[src/rtl/gate_scheduler.sv]
// Round-robin scheduler sharing one trigger-gate generator among NREQ pulse requesters.
// Optional drop counter enabled by defining GATE_SCHED_DROP_CNT_EN.
module gate_scheduler #(
    parameter int NREQ = 4,
    parameter int WW   = 8,
    parameter int HW   = 8,
    parameter int OW   = 2
) (
    input  logic            clk_i,
    input  logic            reset_i,
    input  logic            enable_i,
    input  logic [NREQ-1:0] req_i,
    input  logic [WW-1:0]   width_i,
    input  logic [HW-1:0]   holdoff_i,
    output logic            gate_o,
    output logic [NREQ-1:0] grant_o,
    output logic [OW-1:0]   owner_o,
    output logic            busy_o,
    output logic [NREQ-1:0] pend_o,
    output logic [15:0]     drop_cnt_o,
    input  logic            drop_clr_i
);

    localparam int CW = (WW > HW) ? WW : HW;

    typedef enum logic [1:0] {
        ST_IDLE = 2'd0,
        ST_GATE = 2'd1,
        ST_HOLD = 2'd2
    } state_t;

    state_t            state_q, state_d;
    logic              gate_q, gate_d;
    logic [NREQ-1:0]   grant_q, grant_d;
    logic [OW-1:0]     owner_q, owner_d;
    logic              busy_q, busy_d;
    logic [NREQ-1:0]   pend_q, pend_d;
    logic [CW-1:0]     cnt_q, cnt_d;
    logic [HW-1:0]     hold_q, hold_d;

    logic              found_s;
    logic [OW-1:0]     winner_s;
    logic              grant_edge_s;
    logic [NREQ-1:0]   clr_mask_s;
    logic [CW-1:0]     load_width_s;

    function automatic logic [OW-1:0] wrap_idx(input logic [OW-1:0] base, input int step);
        int sum_v;
        sum_v = int'(base) + step;
        sum_v = (sum_v >= NREQ) ? (sum_v - NREQ) : sum_v;
        return OW'(sum_v);
    endfunction

    function automatic logic [NREQ-1:0] onehot(input logic [OW-1:0] idx);
        logic [NREQ-1:0] oh_v;
        oh_v = {NREQ{1'b0}};
        oh_v[idx] = 1'b1;
        return oh_v;
    endfunction

    // Round-robin scan starting just above the previous owner, wrapping modulo NREQ.
    always_comb begin
        found_s  = 1'b0;
        winner_s = owner_q;
        for (int i = 1; i <= NREQ; i++) begin
            winner_s = (!found_s && pend_q[wrap_idx(owner_q, i)]) ? wrap_idx(owner_q, i) : winner_s;
            found_s  = found_s | pend_q[wrap_idx(owner_q, i)];
        end
    end

    assign grant_edge_s = (state_q == ST_IDLE) && enable_i && found_s;
    assign clr_mask_s   = grant_edge_s ? onehot(winner_s) : {NREQ{1'b0}};
    assign load_width_s = (width_i == {WW{1'b0}}) ? CW'(1'b1) : CW'(width_i);

    // Pending latch: a fresh pulse beats the grant clear; disabling flushes everything.
    always_comb begin
        pend_d = pend_q;
        if (enable_i) begin
            pend_d = (pend_q & ~clr_mask_s) | req_i;
        end else begin
            pend_d = {NREQ{1'b0}};
        end
    end

    // Gate / holdoff sequencing.
    always_comb begin
        state_d = state_q;
        gate_d  = gate_q;
        grant_d = grant_q;
        owner_d = owner_q;
        busy_d  = busy_q;
        cnt_d   = cnt_q;
        hold_d  = hold_q;
        case (state_q)
            ST_IDLE: begin
                if (grant_edge_s) begin
                    state_d = ST_GATE;
                    gate_d  = 1'b1;
                    grant_d = onehot(winner_s);
                    owner_d = winner_s;
                    busy_d  = 1'b1;
                    cnt_d   = load_width_s;
                    hold_d  = holdoff_i;
                end else begin
                    gate_d  = 1'b0;
                    grant_d = {NREQ{1'b0}};
                    busy_d  = 1'b0;
                end
            end
            ST_GATE: begin
                if (cnt_q == CW'(1'b1)) begin
                    gate_d  = 1'b0;
                    grant_d = {NREQ{1'b0}};
                    if (hold_q != {HW{1'b0}}) begin
                        state_d = ST_HOLD;
                        cnt_d   = CW'(hold_q);
                    end else begin
                        state_d = ST_IDLE;
                        busy_d  = 1'b0;
                        cnt_d   = {CW{1'b0}};
                    end
                end else begin
                    cnt_d = cnt_q - CW'(1'b1);
                end
            end
            ST_HOLD: begin
                if (cnt_q == CW'(1'b1)) begin
                    state_d = ST_IDLE;
                    busy_d  = 1'b0;
                    cnt_d   = {CW{1'b0}};
                end else begin
                    cnt_d = cnt_q - CW'(1'b1);
                end
            end
            default: begin
                state_d = ST_IDLE;
                gate_d  = 1'b0;
                grant_d = {NREQ{1'b0}};
                busy_d  = 1'b0;
                cnt_d   = {CW{1'b0}};
            end
        endcase
    end

    // State and output registers; owner resets to NREQ-1 so requester 0 wins first.
    always_ff @(posedge clk_i or posedge reset_i) begin
        if (reset_i) begin
            state_q <= ST_IDLE;
            gate_q  <= 1'b0;
            grant_q <= {NREQ{1'b0}};
            owner_q <= OW'(NREQ - 1);
            busy_q  <= 1'b0;
            pend_q  <= {NREQ{1'b0}};
            cnt_q   <= {CW{1'b0}};
            hold_q  <= {HW{1'b0}};
        end else begin
            state_q <= state_d;
            gate_q  <= gate_d;
            grant_q <= grant_d;
            owner_q <= owner_d;
            busy_q  <= busy_d;
            pend_q  <= pend_d;
            cnt_q   <= cnt_d;
            hold_q  <= hold_d;
        end
    end

    assign gate_o  = gate_q;
    assign grant_o = grant_q;
    assign owner_o = owner_q;
    assign busy_o  = busy_q;
    assign pend_o  = pend_q;

`ifdef GATE_SCHED_DROP_CNT_EN
    logic [NREQ-1:0] drops_s;
    logic [16:0]     drop_sum_s;
    logic [15:0]     drop_q, drop_d;

    function automatic logic [4:0] popcount(input logic [NREQ-1:0] v);
        logic [4:0] c_v;
        c_v = 5'd0;
        for (int i = 0; i < NREQ; i++) begin
            c_v = c_v + {4'd0, v[i]};
        end
        return c_v;
    endfunction

    // A drop is a pulse onto an already-pending flag that is not cleared this edge.
    assign drops_s    = enable_i ? (req_i & pend_q & ~clr_mask_s) : {NREQ{1'b0}};
    assign drop_sum_s = {1'b0, drop_q} + {12'd0, popcount(drops_s)};

    // Saturating accumulate; clear has priority over same-edge drops.
    always_comb begin
        drop_d = drop_q;
        if (drop_clr_i) begin
            drop_d = 16'h0000;
        end else begin
            drop_d = drop_sum_s[16] ? 16'hFFFF : drop_sum_s[15:0];
        end
    end

    // Drop counter register.
    always_ff @(posedge clk_i or posedge reset_i) begin
        if (reset_i) begin
            drop_q <= 16'h0000;
        end else begin
            drop_q <= drop_d;
        end
    end

    assign drop_cnt_o = drop_q;
`else
    logic drop_clr_unused_s;
    assign drop_clr_unused_s = drop_clr_i;
    assign drop_cnt_o        = 16'h0000;
`endif

endmodule
[config.mk]
export PLATFORM = sky130hd
export DESIGN_NAME = gate_scheduler
export DESIGN_NICKNAME = d
export VERILOG_FILES = /design/src/rtl/gate_scheduler.sv
export SDC_FILE = /design/constraint.sdc
export NUM_CORES = 1
export LEC_CHECK = 0
export CAP_MARGIN = 20
export CORE_ASPECT_RATIO = 0.7
export CORE_MARGIN = 5
export CORE_UTILIZATION = 40
export DETAILED_ROUTE_END_ITERATION = 12
export PLACE_DENSITY = 0.66
export SETUP_SLACK_MARGIN = 0.4
export SLEW_MARGIN = 25
export SYNTH_ARGS = -nofsm -noshare
export SYNTH_HDL_FRONTEND = slang
export SYNTH_SLANG_ARGS = --single-unit
[constraint.sdc]
create_clock -name clk_i -period 2.55 [get_ports clk_i]
set_input_delay 0.255 -clock clk_i [delete_from_list [all_inputs] [get_ports clk_i]]
set_output_delay 0.255 -clock clk_i [all_outputs]
set_load 0.05 [all_outputs]
=== Yosys cells after proc, flatten, opt, wreduce, memory -nomap -nowiden ===
Cells that the tools add are included.

* Bits in writable memories: 0
* Output and inout bits: 28
* Bits in read-only memories: 0
* Bits in latches: 0
* Register bits after elaboration: 30
* Memories: 0

* Equal/unequal tests: 7
* $mul: 0
* Divide/modulo/power cells: 0
* Bitwise logic cells: 7
* $add $sub $neg: 9
* Mux-type cells: 39
* Reduce and logical (&&, ||, !) cells: 16
* Shifts and indexed selects: 0
* Order comparisons: 10

{| class="wikitable"
|+ Operator list
! operator !! number
|-
| $mux 8 || 5
|-
| $mux 2 || 12
|-
| $pmux 8 s3 || 1
|-
| $lt 2x3->1 const B || 5
|-
| $mux 4 || 3
|-
| $pmux 4 s3 || 1
|-
| $ge 3x3->1 const B || 3
|-
| $mux 1 || 9
|-
| $bmux 1 s2 || 4
|-
| $eq 8x1->1 const B || 1
|-
| $logic_not 8->1 || 1
|-
| $ne 2x2->1 const B || 4
|-
| $reduce_bool 8->1 || 1
|-
| $sub 2x1->2 const B || 4
|-
| $sub 8x1->8 const B || 1
|-
| $add 2x2->3 const B || 2
|-
| $logic_and 1x1->1 || 6
|-
| $pmux 1 s3 || 2
|-
| $pmux 2 s3 || 1
|-
| $reduce_and 3->1 || 2
|-
| $add 2x3->4 const B || 1
|-
| $and 4x4->4 || 1
|-
| $ge 4x3->1 const B || 1
|-
| $not 4->4 || 1
|-
| 11 further kinds || 16
|}

=== Depth between registers and ports, before layout ===
* Word-level depth: 19
* Mapped depth: 7
* Gate-level depth less buffers: 6

=== Worst setup path before layout ===
OpenSTA, ideal clock, no wires.

* Path type: register -> register
* From: register owner_q[1] (netlist: owner_o[1])
* To: register pend_q[0] (netlist: pend_o[0])
* Arrival: 1.869 ns
* Library setup time: 0.147 ns
* Cell stages (with the launch flop): 6
* Period minus slack after synthesis: 2.016 ns
* Slack: 0.534 ns
* Path through: dfstp_2 clkbuf_1 mux2i_1 nor2_1 nor4_1 a31oi_1

* Word-level cells in the longest chain between the ends: 19
* Elaborated cells between the ends (all ways): 48
* Classes of those cells: 8 x add/sub; 6 x order compare; 20 x mux; 6 x bitwise; 8 x reduce/logical

{| class="wikitable"
|+ RTL lines
! element !! RTL line !! source
|-
| start, declared || 35 || <nowiki>logic [OW-1:0] owner_q, owner_d;</nowiki>
|-
| start signal, assigned || 151 || <nowiki>owner_q <= OW'(NREQ - 1);</nowiki>
|-
| start signal, assigned || 160 || <nowiki>owner_q <= owner_d;</nowiki>
|-
| $add 2x1->3 / $add 2x2->3 (equally long branches) || 49 || <nowiki>sum_v = int'(base) + step;</nowiki>
|-
| $ge 3x3->1 / $sub 2x1->2 (equally long branches) || 50 || <nowiki>sum_v = (sum_v >= NREQ) ? (sum_v - NREQ) : sum_v;</nowiki>
|-
| $mux 2 || 50 ||
|-
| $bmux 1 s2 || 66, 67 ||
|-
| $mux 1 (implied by the code) || 66, 67 ||
|-
| $logic_not 1->1 / $or 1x1->1 (equally long branches) || 66, 67 ||
|-
| $logic_and 1x1->1, or another cell as far along || 66 || <nowiki>winner_s = (!found_s && pend_q[wrap_idx(owner_q, i)]) ? wrap_idx(owner_q, i) : winner_s;</nowiki>
|-
| $mux 2, or another cell as far along || 66 ||
|-
| [4 not listed] || - ||
|-
| $mux 1 (implied by the code) || 57 || <nowiki>oh_v[idx] = 1'b1;</nowiki>
|-
| $demux 1 s2 || 57 ||
|-
| $mux 4 * || 72 || <nowiki>assign clr_mask_s = grant_edge_s ? onehot(winner_s) : {NREQ{1'b0}};</nowiki>
|-
| $not 4->4 * || 79 || <nowiki>pend_d = (pend_q & ~clr_mask_s) | req_i;</nowiki>
|-
| $and 4x4->4 * || 79 ||
|-
| $or 4x4->4 * || 79 ||
|-
| $mux 4 * || 78 || <nowiki>if (enable_i) begin</nowiki>
|-
| via pend_d[0] || 37 || <nowiki>logic [NREQ-1:0] pend_q, pend_d;</nowiki>
|-
| end signal, assigned || 153 || <nowiki>pend_q <= {NREQ{1'b0}};</nowiki>
|-
| end signal, assigned || 162 || <nowiki>pend_q <= pend_d;</nowiki>
|-
| end, declared || 37 ||
|}

The timed path passes the listed nets; every way through them passes the cells marked *. The select of a mux whose other input is x is not followed.
A chain may end at the register's enable or synchronous reset.

=== Final worst setup path ===
* From: register pend_q[1] (netlist: pend_o[1])
* To: register cnt_q[4]

* Word-level cells in the longest chain between the ends: 7
* Elaborated cells between the ends (all ways): 13
* Classes of those cells: 1 x eq/ne; 8 x mux; 3 x bitwise; 1 x reduce/logical

{| class="wikitable"
|+ RTL lines
! element !! RTL line !! source
|-
| $bmux 1 s2 || 67 || <nowiki>found_s = found_s | pend_q[wrap_idx(owner_q, i)];</nowiki>
|-
| $mux 1 (implied by the code) || 67 ||
|-
| $or 1x1->1 (2 in series) || 67 ||
|-
| $or 1x1->1 * || 67 ||
|-
| $logic_and 1x1->1 * || 71 || <nowiki>assign grant_edge_s = (state_q == ST_IDLE) && enable_i && found_s;</nowiki>
|-
| $ne 2x2->1 (no source line) * || - ||
|-
| end signal, assigned || 154 || <nowiki>cnt_q <= {CW{1'b0}};</nowiki>
|-
| end signal, assigned || 163 || <nowiki>cnt_q <= cnt_d;</nowiki>
|-
| end, declared || 38 || <nowiki>logic [CW-1:0] cnt_q, cnt_d;</nowiki>
|}

Every way passes the cells marked *; elsewhere a longest branch is shown, timed or not. The select of a mux whose other input is x is not followed.

==> results.md <==
Outcome:
- The run finished with clean final reports.

CTS:
- CTS built an H-tree with a depth of 2.
- The post-CTS setup buffer count is 0.
- The clock drives 30 sinks.
- TritonCTS created 5 clock buffers.
- The root buffer cell chosen for the clock tree is sky130_fd_sc_hd__clkbuf_8.
- TritonCTS built the clock tree.
- The hold buffer count at CTS is 0.
- The clock reaches the later pin of the worst-skew pair after 0.28 ns.
- The maximum root-to-sink buffer count is 2.
- The clock-pin slew on the worst setup and hold paths is 0.06 ns.

Drt:
- The first-iteration detailed-routing DRC count is 147.
- The total met3 wirelength after detailed routing is 382 µm.
- Wire segments on met2 add up to 1960 µm in the final route.
- The routed via count is 1657.
- For this run, the detailed router's first-pass iteration total came to 4.
- The routed metal-1 wire length is 2290 µm.
- The highest layer used for signal routing is met4.
- The residual antenna-violating net count after detailed routing is 0.
- The average vias per placed instance is 5.49.
- The count of unresolved DRC violations after routing is 0.
- The detailed-route wire length per cell is 15.4 µm.
- The aggregate routed wire length is 4650 µm.

Power:
- The sequential share of power is 49.1%.
- The design internal power is 715 µW.
- Combinational cells account for 15.3% of the total power.
- Power spread over the standard cell area amounts to 435 nW/µm².
- Summed over all cells, the static leakage comes to 0.000996 µW.
- The total power consumption of the routed design is 996 µW.
- In this run the power spent charging and discharging nets is 281 µW.
- The switching fraction of total power is 28.2%.
- The largest voltage drop on the vdd net is 0.226 mV.
- The clock share of power is 35.6%.

Critical path:
- Data on the critical path is required at its endpoint by 2.71 ns.
- The worst setup path is of the reg2reg kind.
- The element type at the critical path start is a register.
- The critical path goes through o41a_1 > o21bai_1 > a21oi_1 > a211o_1.
- The maximum fanout count along the critical path is 7.
- The standard cell with the maximum stage delay on the critical path is sky130_fd_sc_hd__o41a_1.
- The arrival time reported for the critical path endpoint is 2.21 ns.
- The category of the worst setup path capture point is a register.
- For this run, the slowest stage of the critical path takes 0.56 ns.
- The worst register-to-register path has a setup slack of 0.50 ns.

Synthesis:
- The sequential area share after synthesis is 41.1%.
- The most common cell in the netlist is sky130_fd_sc_hd__nand2_1.
- The mean instance size in the synthesized netlist is 8.90 µm².
- Summing every instance area after synthesis gives 1830 µm².
- The dominant register cell in the synthesized netlist is sky130_fd_sc_hd__dfrtp_1.
- The total number of yosys warnings is 0.
- Synthesis handed over a netlist of 206 instances.
- The distinct cell type count after synthesis is 49.
- In the synthesized netlist the async set-or-reset flop fraction comes to 100%.
- The count of flip-flops with a built-in enable after synthesis is 0.
- Ranked by total cell area, the synthesized netlist is headed by sky130_fd_sc_hd__dfrtp_1 38%, sky130_fd_sc_hd__nand2_1 7.2%, sky130_fd_sc_hd__buf_4 6.6%, sky130_fd_sc_hd__o21ai_0 3.3%, sky130_fd_sc_hd__dfstp_2 2.9%.
- The proportion of netlist area held by the largest area contributor is 38.2%.
- In the synthesized netlist, the cells that appear most often are 35 x sky130_fd_sc_hd__nand2_1, 28 x sky130_fd_sc_hd__dfrtp_1, 16 x sky130_fd_sc_hd__buf_4, 12 x sky130_fd_sc_hd__o21ai_0, 10 x sky130_fd_sc_hd__inv_1.
- The number of flip-flops and latches in the synthesized netlist is 30.
- The cell type contributing the most total cell area after synthesis is sky130_fd_sc_hd__dfrtp_1.

Layout:
- The filler-free cell count of the finished design is 302.
- After the last flow step, the layout net total stands at 273.
- The final antenna diode count is 0.
- Of the cells placed in the final design, the portion with a size suffix greater than 1 is 8.91%.
- Fill cells in the final layout number 424.
- The relative area change from synthesis to final layout is 24.9%.

GRT:
- The number of global-route vias before repair was 1532.
- The total routing resource utilization after global routing is 15.8%.
- The number of antenna violations at the first check in global routing was 0.
- The maximum number of pins on one net before global-route repair is 31.
- The total overflow reported by the global router is 0.
- The first global-routing pass estimated 7590 µm of wire.

Placed design:
- Once placement completed, the tool counted placed cells totaling 295.
- During placement, the flow inserted port buffers numbering 34.
- The routability-driven placement congestion ratio is 0.875.
- The HPWL after detailed placement is 3470 µm.

Die:
- The die outline area is 6060 µm².
- The initial utilization of the core area, before any placement, comes to 41.9%.
- In this run the core area contains 20 standard-cell rows.
- The die is 66.6 µm tall.
- The die is 90.9 µm wide.
- The core area is 4380 µm².
- The number of top-level pins is 52.

Timing:
- The number of failing hold endpoints at the final stage is 0.
- At the pin with the least slew margin, the transition time is 0.709 ns.
- The final clock skew is 0.00421 ns.
- Headroom to the max-slew limit came out at 52.4%.
- The final cycle utilization of the critical path is 80.4%.
- For the final routed database, the setup TNS stands at 0 ns.
- The final critical-path required period is 2.05 ns.
- The max-slew violation count is 0.
- Setup repair after global routing left no endpoint under its margin.
- Setup violations remaining at the end of the flow were counted as 0.
- Timing would allow up to 488 MHz.

Min path:
- The type of the most critical hold path is in2async.

Run:
- Max-cap violations in this run came to 0.
## worst max-delay path, delay by kind of cell, from the launching register on
kind,cells,cell delay [ns]
flops,1,0.45
compound gates,4,1.48
## per-layer routing
layer / vias to the layer above / track usage, %
met5: - / 0
met4: 0 / 4.58
met3: 2 / 5.42
met2: 70 / 21.5
met1: 785 / 23.4
li1: 800 / -
## path summary, 6_finish.rpt
check	end	cells past startpoint	start
max	cnt_q[4]	4	pend_o[1]
min	gate_o	3	reset_i
max reg2reg	cnt_q[4]	4	pend_o[1]
min reg2reg	grant_o[3]	1	grant_o[3]
max in group asynchronous	owner_o[1]	3	reset_i
min in group clk_i	grant_o[3]	1	grant_o[3]
## per-stage QoR
step | hold slack [ns] | instance area [µm²] | utilization, % | setup WS, ns
after floorplan | 0.344 | 1890 | - | 0.534
after CTS | 0.365 | 2290 | 52.3 | 0.526
after global routing | 0.414 | 2290 | 52.3 | 0.476
after detailed placement | 0.471 | 2210 | 50.5 | 0.542
after global placement | 0.472 | 2210 | 50.5 | 0.507
final | 0.354 | 2290 | 52.3 | 0.499
## power by group through the flow
stage          registers [µW]  logic [µW]  clock network (µW)
4_1_cts                   489         153                 368
3_5_place_dp              497         152                   0
5_1_grt                   490         162                 388
3_3_place_gp              498         152                   0
6_report                  489         152                 354
2_1_floorplan             511         101                   0
## kinds of logic after synthesis
logic type               synth area share, %
flip-flops                              41.1
adder cells (fa/ha/maj)                 1.36
multiplexers                            1.91
buffers and inverters                   10.2
other                                  0.205
XOR/XNOR                               0.478
AO/OA/AOI/OAI                           23.5
AND/OR/NAND/NOR                         21.3
## final cells by class
class	instances	area (µm²)	share of cell area [%]
multi-input cells	158	951	41.5
clock inverters	2	10.0	0.437
flip-flops and latches	30	753	32.9
clock buffers	5	68.8	3.01
well taps	55	68.8	3.01
inverters	10	37.5	1.64
repair buffers	42	400	17.5
## layout by cell type, fill, tap and decap left out, types with 3 or more instances in the layout
master                            count
sky130_fd_sc_hd__nor4_1               3
sky130_fd_sc_hd__a211oi_1             3
sky130_fd_sc_hd__or3_1                3
sky130_fd_sc_hd__nor2b_1              5
sky130_fd_sc_hd__inv_1               10
sky130_fd_sc_hd__buf_4                8
sky130_fd_sc_hd__o21ai_0             12
sky130_fd_sc_hd__nor3_1               5
sky130_fd_sc_hd__or4_1                5
sky130_fd_sc_hd__o31ai_1              3
sky130_fd_sc_hd__a21oi_1              6
sky130_fd_sc_hd__conb_1              16
sky130_fd_sc_hd__dfrtp_1             28
sky130_fd_sc_hd__clkbuf_8             5
sky130_fd_sc_hd__nand2b_1             5
sky130_fd_sc_hd__a31oi_1              8
sky130_fd_sc_hd__o31a_1               3
sky130_fd_sc_hd__nor2_1               6
sky130_fd_sc_hd__nand2_1             35
sky130_fd_sc_hd__o221ai_1             3
sky130_fd_sc_hd__clkdlybuf4s50_1     34
## registers in the layout, indices dropped and copies added, names as in the netlist
signal   cells
state_q      2
hold_q       8
busy_o       1
cnt_q        8
grant_o      4
pend_o       4
owner_o      2
gate_o       1
## timing repair
item                                    4_1_cts  5_1_grt
endpoints found under the setup margin        0        5
hold endpoints to repair                      0        0
resized for setup                             0        1
No activity file was read; power rests on OpenSTA's default activity.
